$ cat src/rtl/seg_scan_if.sv
// Display-side bus of seg_scan: digit/dp inputs from the counters, multiplexed
// segment, digit-select and frame-marker outputs toward the board pins.
interface seg_scan_if;
  logic        en;
  logic [15:0] bcd_in;
  logic [3:0]  dp_in;
  logic [6:0]  seg;
  logic        dp;
  logic [3:0]  dig_sel;
  logic        frame_done;

  modport master (
    output en, bcd_in, dp_in,
    input  seg, dp, dig_sel, frame_done
  );

  modport slave (
    input  en, bcd_in, dp_in,
    output seg, dp, dig_sel, frame_done
  );
endinterface

$ cat src/rtl/seg_scan.sv
// Time-multiplexed 4-digit seven-segment driver with per-frame shadow digits
// and per-slot blanking. Define SEG_SCAN_LZ_BLANK_EN for leading-zero blanking.
module seg_scan #(
  parameter int unsigned SCAN_DIV     = 24000,
  parameter int unsigned BLANK_CYC    = 240,
  parameter int unsigned COMMON_ANODE = 0
) (
  input logic       clk,
  input logic       res,
  seg_scan_if.slave bus
);

  localparam logic [24:0] LAST_CNT  = 25'(SCAN_DIV - 1);
  localparam logic [24:0] BLANK_LIM = 25'(BLANK_CYC);
  localparam logic        POL       = (COMMON_ANODE != 0) ? 1'b1 : 1'b0;

  typedef enum logic [1:0] {
    S_DIG0 = 2'd0,
    S_DIG1 = 2'd1,
    S_DIG2 = 2'd2,
    S_DIG3 = 2'd3
  } scan_state_t;

  function automatic logic [6:0] seg_decode(input logic [3:0] d);
    logic [6:0] s;
    case (d)
      4'd0:    s = 7'h3F;
      4'd1:    s = 7'h06;
      4'd2:    s = 7'h5B;
      4'd3:    s = 7'h4F;
      4'd4:    s = 7'h66;
      4'd5:    s = 7'h6D;
      4'd6:    s = 7'h7D;
      4'd7:    s = 7'h07;
      4'd8:    s = 7'h7F;
      4'd9:    s = 7'h6F;
      default: s = 7'h40;
    endcase
    return s;
  endfunction

  scan_state_t r_state;
  scan_state_t w_state_nxt;
  logic [24:0] r_con_t;
  logic [24:0] w_con_nxt;
  logic [15:0] r_shadow_bcd;
  logic [3:0]  r_shadow_dp;
  logic [6:0]  r_seg;
  logic        r_dp;
  logic [3:0]  r_dig_sel;
  logic        r_frame_done;

  logic        w_slot_end;
  logic        w_frame_end;
  logic        w_frame_nxt;
  logic        w_visible;
  logic [3:0]  w_digit;
  logic        w_dp_cur;
  logic [3:0]  w_onehot;
  logic        w_lz_cur;
  logic [3:0]  w_lz;
  logic [6:0]  w_seg_act;
  logic        w_dp_act;
  logic [3:0]  w_dig_act;

  assign w_slot_end  = (r_con_t == LAST_CNT);
  assign w_frame_end = bus.en && w_slot_end && (r_state == S_DIG3);

  always_comb begin
    w_state_nxt = r_state;
    w_con_nxt   = r_con_t;
    if (!bus.en) begin
      w_state_nxt = S_DIG0;
      w_con_nxt   = 25'd0;
    end else if (w_slot_end) begin
      w_con_nxt = 25'd0;
      case (r_state)
        S_DIG0:  w_state_nxt = S_DIG1;
        S_DIG1:  w_state_nxt = S_DIG2;
        S_DIG2:  w_state_nxt = S_DIG3;
        S_DIG3:  w_state_nxt = S_DIG0;
        default: w_state_nxt = S_DIG0;
      endcase
    end else begin
      w_con_nxt = r_con_t + 25'd1;
    end
  end

  // frame_done is registered from the next state so it is high during the boundary cycle itself
  assign w_frame_nxt = bus.en && (w_con_nxt == LAST_CNT) && (w_state_nxt == S_DIG3);

  always_ff @(posedge clk or negedge res) begin
    if (!res) begin
      r_state      <= S_DIG0;
      r_con_t      <= 25'd0;
      r_frame_done <= 1'b0;
    end else begin
      r_state      <= w_state_nxt;
      r_con_t      <= w_con_nxt;
      r_frame_done <= w_frame_nxt;
    end
  end

  // Transparent while disabled, otherwise only updated at the frame boundary
  always_ff @(posedge clk or negedge res) begin
    if (!res) begin
      r_shadow_bcd <= 16'h0000;
      r_shadow_dp  <= 4'b0000;
    end else if (!bus.en || w_frame_end) begin
      r_shadow_bcd <= bus.bcd_in;
      r_shadow_dp  <= bus.dp_in;
    end else begin
      r_shadow_bcd <= r_shadow_bcd;
      r_shadow_dp  <= r_shadow_dp;
    end
  end

`ifdef SEG_SCAN_LZ_BLANK_EN
  logic w_lz3;
  logic w_lz2;
  logic w_lz1;
  assign w_lz3 = (r_shadow_bcd[15:12] == 4'd0);
  assign w_lz2 = w_lz3 && (r_shadow_bcd[11:8] == 4'd0);
  assign w_lz1 = w_lz2 && (r_shadow_bcd[7:4] == 4'd0);
  assign w_lz  = {w_lz3, w_lz2, w_lz1, 1'b0};
`else
  assign w_lz  = 4'b0000;
`endif

  always_comb begin
    w_digit  = r_shadow_bcd[3:0];
    w_dp_cur = r_shadow_dp[0];
    w_onehot = 4'b0001;
    w_lz_cur = w_lz[0];
    case (r_state)
      S_DIG0: begin
        w_digit  = r_shadow_bcd[3:0];
        w_dp_cur = r_shadow_dp[0];
        w_onehot = 4'b0001;
        w_lz_cur = w_lz[0];
      end
      S_DIG1: begin
        w_digit  = r_shadow_bcd[7:4];
        w_dp_cur = r_shadow_dp[1];
        w_onehot = 4'b0010;
        w_lz_cur = w_lz[1];
      end
      S_DIG2: begin
        w_digit  = r_shadow_bcd[11:8];
        w_dp_cur = r_shadow_dp[2];
        w_onehot = 4'b0100;
        w_lz_cur = w_lz[2];
      end
      S_DIG3: begin
        w_digit  = r_shadow_bcd[15:12];
        w_dp_cur = r_shadow_dp[3];
        w_onehot = 4'b1000;
        w_lz_cur = w_lz[3];
      end
      default: begin
        w_digit  = 4'd0;
        w_dp_cur = 1'b0;
        w_onehot = 4'b0000;
        w_lz_cur = 1'b1;
      end
    endcase
  end

  assign w_visible = bus.en && (r_con_t >= BLANK_LIM);
  assign w_seg_act = (w_visible && !w_lz_cur) ? seg_decode(w_digit) : 7'h00;
  assign w_dp_act  = w_visible && w_dp_cur;
  assign w_dig_act = w_visible ? w_onehot : 4'b0000;

  // Polarity is applied here so every pin is a flop output
  always_ff @(posedge clk or negedge res) begin
    if (!res) begin
      r_seg     <= {7{POL}};
      r_dp      <= POL;
      r_dig_sel <= {4{POL}};
    end else begin
      r_seg     <= w_seg_act ^ {7{POL}};
      r_dp      <= w_dp_act ^ POL;
      r_dig_sel <= w_dig_act ^ {4{POL}};
    end
  end

  assign bus.seg        = r_seg;
  assign bus.dp         = r_dp;
  assign bus.dig_sel    = r_dig_sel;
  assign bus.frame_done = r_frame_done;

endmodule
$ cat src/flat_wrapper.sv
// flat-port wrapper written by rule: the top's interface ports become plain ports
module seg_scan_flat 
#(
  parameter int unsigned SCAN_DIV     = 24000,
  parameter int unsigned BLANK_CYC    = 240,
  parameter int unsigned COMMON_ANODE = 0
)
  (clk, res, bus_en, bus_bcd_in, bus_dp_in, bus_seg, bus_dp, bus_dig_sel, bus_frame_done);
  seg_scan_if bus_i ();
  input logic clk;
  input logic res;
  input wire logic [$bits(bus_i.en)-1:0] bus_en;
  input wire logic [$bits(bus_i.bcd_in)-1:0] bus_bcd_in;
  input wire logic [$bits(bus_i.dp_in)-1:0] bus_dp_in;
  output wire logic [$bits(bus_i.seg)-1:0] bus_seg;
  output wire logic [$bits(bus_i.dp)-1:0] bus_dp;
  output wire logic [$bits(bus_i.dig_sel)-1:0] bus_dig_sel;
  output wire logic [$bits(bus_i.frame_done)-1:0] bus_frame_done;
  assign bus_i.en = bus_en;
  assign bus_i.bcd_in = bus_bcd_in;
  assign bus_i.dp_in = bus_dp_in;
  assign bus_seg = bus_i.seg;
  assign bus_dp = bus_i.dp;
  assign bus_dig_sel = bus_i.dig_sel;
  assign bus_frame_done = bus_i.frame_done;
  seg_scan #(.SCAN_DIV(SCAN_DIV), .BLANK_CYC(BLANK_CYC), .COMMON_ANODE(COMMON_ANODE)) u_core (.clk(clk), .res(res), .bus(bus_i));
endmodule
$ cat config.mk
export PLATFORM = sky130hd
export DESIGN_NAME = seg_scan_flat
export DESIGN_NICKNAME = d
export VERILOG_FILES = /design/src/rtl/seg_scan_if.sv /design/src/rtl/seg_scan.sv /design/src/flat_wrapper.sv
export SDC_FILE = /design/constraint.sdc
export NUM_CORES = 1
export LEC_CHECK = 0
export CAP_MARGIN = 20
export CORE_MARGIN = 8
export CORE_UTILIZATION = 52
export CTS_BUF_LIST = sky130_fd_sc_hd__clkbuf_2
export DETAILED_ROUTE_END_ITERATION = 7
export GPL_ROUTABILITY_DRIVEN = 0
export HOLD_SLACK_MARGIN = 0.12
export PLACE_DENSITY = 0.83
export SLEW_MARGIN = 15
export SYNTH_ARGS = -nofsm -noshare
export SYNTH_HDL_FRONTEND = slang
export SYNTH_SLANG_ARGS = --single-unit
$ cat constraint.sdc
create_clock -name clk -period 2.4 [get_ports clk]
set_input_delay 0.48 -clock clk [delete_from_list [all_inputs] [get_ports clk]]
set_output_delay 0.48 -clock clk [all_outputs]
set_load 0.005 [all_outputs]
==> flow_metrics.env <==
export IMPL_status="complete, but fails checks"
export IMPL_failed_checks="setup timing"
export IMPL_n_fill_cell=451
export IMPL_drt_initial_drc_count=153
export IMPL_cts_tree="done"
export IMPL_synth_distinct_cells=46
export IMPL_synthTopCellsByArea="dfrtp_1 49%, mux2_1 7.3%, ha_1 4.9%"
export IMPL_worstMarginPinSlew_ps=749
export IMPL_synth_common_cells="60 x dfrtp_1, 34 x nor2_1, 20 x mux2_1"
export IMPL_numCtsBuffers=9
export IMPL_avgSynthCellArea_um2=10.6
export IMPL_fin_nets=383
export IMPL_p_leak_nw=1.70
export IMPL_path_clk_slew_ps=180
export IMPL_post_drt_wl_per_cell_um=15.5
export IMPL_synth_fp_nets=325
export IMPL_drt_total_wl_um=6640
export IMPL_vias=2370
export IMPL_slew_headroom=0.501
export IMPL_min_path_type="reg2reg"
export IMPL_grt_pass1_vias=2301
export IMPL_grt_overflow=0
export IMPL_finalNonFillerCells=428
export IMPL_dpl_cell_count=403
export IMPL_htree_levels=3
export IMPL_grt_use_total=0.163
export IMPL_io_pins=36
export IMPL_seqCellArea_um2=1510
export IMPL_firstDrtPassIters=4
export IMPL_power_density_nw_per_um2=518
export IMPL_cp_end_kind="flop"
export IMPL_syn_inst=290
export IMPL_clk_latency_ps=510
export IMPL_ant_nets=0
export IMPL_synth_most_common_cell="dfrtp_1"
export IMPL_drc=0
export IMPL_core_area_um2=5820
export IMPL_grt_max_degree=61
export IMPL_critPathKind="reg2reg"
export IMPL_setup_worst_path_start_class="flop"
export IMPL_fin_area_um2=3860
export IMPL_post_synth_top_area_cell="dfrtp_1"
export IMPL_cts_buffer_depth=2
export IMPL_multiInputGateArea_um2=1540
export IMPL_required_ps=2780
export IMPL_ys_seq_elements=60
export IMPL_antenna_found_initial=0
export IMPL_yosys_area_top_type_share=0.488
export IMPL_cts_root_buffer="clkbuf_2"
export IMPL_routed_via_density=5.54
export IMPL_yosysWarningCount=0
export IMPL_die_x_um=92.9
export IMPL_antenna_cells=0
export IMPL_cp_max_fo=2
export IMPL_synth_edf_count=0
export IMPL_final_max_slew_viol_count=0
export IMPL_netlist_area_um2=3080
export IMPL_yosys_most_used_dff="dfrtp_1"
export IMPL_skew_ps=33.0
export IMPL_dieArea_um2=8630
export IMPL_period_share=1.01
export IMPL_setup_ws_ps=-32.8
export IMPL_post_route_min_period_ps=2430
export IMPL_grt_first_pass_wirelength_um=11100
export IMPL_post_dp_cell_area_um2=3570
export IMPL_hold_viol=0
export IMPL_layout_drive_gt1_share=0.195
export IMPL_die_h_um=92.9
export IMPL_area_growth_syn_to_layout_pct=25.4
export IMPL_rsz0062_at_grt="true"
export IMPL_drv_cap=0
export IMPL_rows=28
export IMPL_fmax_mhz=411
export IMPL_max_vdd_ir_drop_uv=299
export IMPL_ys_async_sr_fraction=1.00
export IMPL_port_buffers=35
export IMPL_finalSetupViolCount=1
export IMPL_hpwl_um=4700
export IMPL_numClockSinks=60
export IMPL_arrival_ps=2810
export IMPL_yosysSeqAreaShare=0.488
export IMPL_initial_core_util=0.529
registers in the layout, summed over array words and instances, names as in the netlist:
| name | count |
|---|---|
| u_core.bus.frame_done | 1 |
| u_core.bus.dp | 1 |
| u_core.r_state | 2 |
| u_core.bus.seg | 7 |
| u_core.r_shadow_dp | 4 |
| u_core.r_shadow_bcd | 16 |
| u_core.r_con_t | 25 |
| u_core.bus.dig_sel | 4 |
cells in the final DEF (no fill, tap or decap), types with 6 or more instances in the layout:
master           netlist  final
nand3_1               13     13
nand4_1                7      7
mux2_1                20     20
and2_1                 8      8
dfrtp_1               60     55
clkbuf_2               0      9
buf_4                  2     20
a21oi_1               14     12
ha_1                  12     10
nand2_1               18     17
clkdlybuf4s50_1        0     34
inv_1                 11      9
xnor2_1                6      6
nor2_1                34     34
xor2_1                17     15
power by group:
| group | switching (mW) | internal, mW |
|---|---|---|
| Sequential | 0.0206 | 1.05 |
| Combinational | 0.0964 | 0.0981 |
| Clock | 0.391 | 0.342 |
cell type report:
class	instances	share of cell area
multi-input combinational	208	0.400
sequential	60	0.391
timing repair buffer	57	0.136
tap	75	0.0243
clock inverter	7	0.0237
inverter	12	0.0127
clock buffer	9	0.0117
cells by family (layout without fill, tap and decap cells):
family | after synthesis | count (layout) | share of synthesized area
AOI/OAI and AO/OA | 34 | 34 | 0.0720
xor gates and xnor gates | 23 | 23 | 0.0655
DFF | 60 | 60 | 0.488
and+or+nand+nor | 112 | 112 | 0.194
buffers and inverters | 22 | 85 | 0.0338
muxes | 27 | 27 | 0.0980
adders and majority gates | 12 | 12 | 0.0488
repair_timing:
action	4_1_cts	5_1_grt
setup endpoints to repair	1	25
hold endpoints to repair	11	0
hold buffers	1	0
buffers inserted	0	8
pin swaps	0	12
gates resized for setup	3	20
per-layer routing:
metal	up-vias	global-route usage	share of wire	wire (µm)
met1	1157	0.205	0.45	2960
met2	65	0.250	0.48	3170
li1	1137	-	-	-
met5	-	0	0	0
met3	11	0.0429	0.055	362
met4	0	0.0886	0.021	142
worst paths after layout:
kind	startpoint	end	slack [ps]	cells past startpoint
worst max-delay path	u_core.r_con_t[1]	u_core.bus.frame_done	-30	8
worst max register to register	u_core.r_con_t[1]	u_core.bus.frame_done	-30	8
worst min register to register	u_core.r_shadow_dp[0]	u_core.r_shadow_dp[0]	510	1
min in group asynchronous	res	u_core.r_shadow_bcd[4]	620	3
worst min-delay path	u_core.r_shadow_dp[0]	u_core.r_shadow_dp[0]	510	1
max in group asynchronous	res	u_core.r_con_t[6]	1190	3
through the flow:
step | setup TNS, ps | power [mW] | setup WS [ps] | utilization | hold WS (ps)
after global routing | -148 | 2.09 | -148 | 0.663 | 532
final | -32.8 | 2.00 | -32.8 | 0.663 | 508
after floorplan | 0 | 1.17 | 71.2 | - | 184
after CTS | -16.7 | 2.00 | -16.7 | 0.641 | 511
after global placement | 0 | 1.26 | 68.4 | 0.613 | 467
after detailed placement | -52.4 | 1.27 | -52.4 | 0.613 | 475
critical path, stage by stage, from the launching register on:
cell and delay (ps):
dfrtp_1 380, inv_1 70, ha_4 260, inv_2 30
or4_1 420, nor4_2 240, nand3b_1 120, or4b_4 500
a2111oi_4 300
Power figures use the tool's default switching activity.
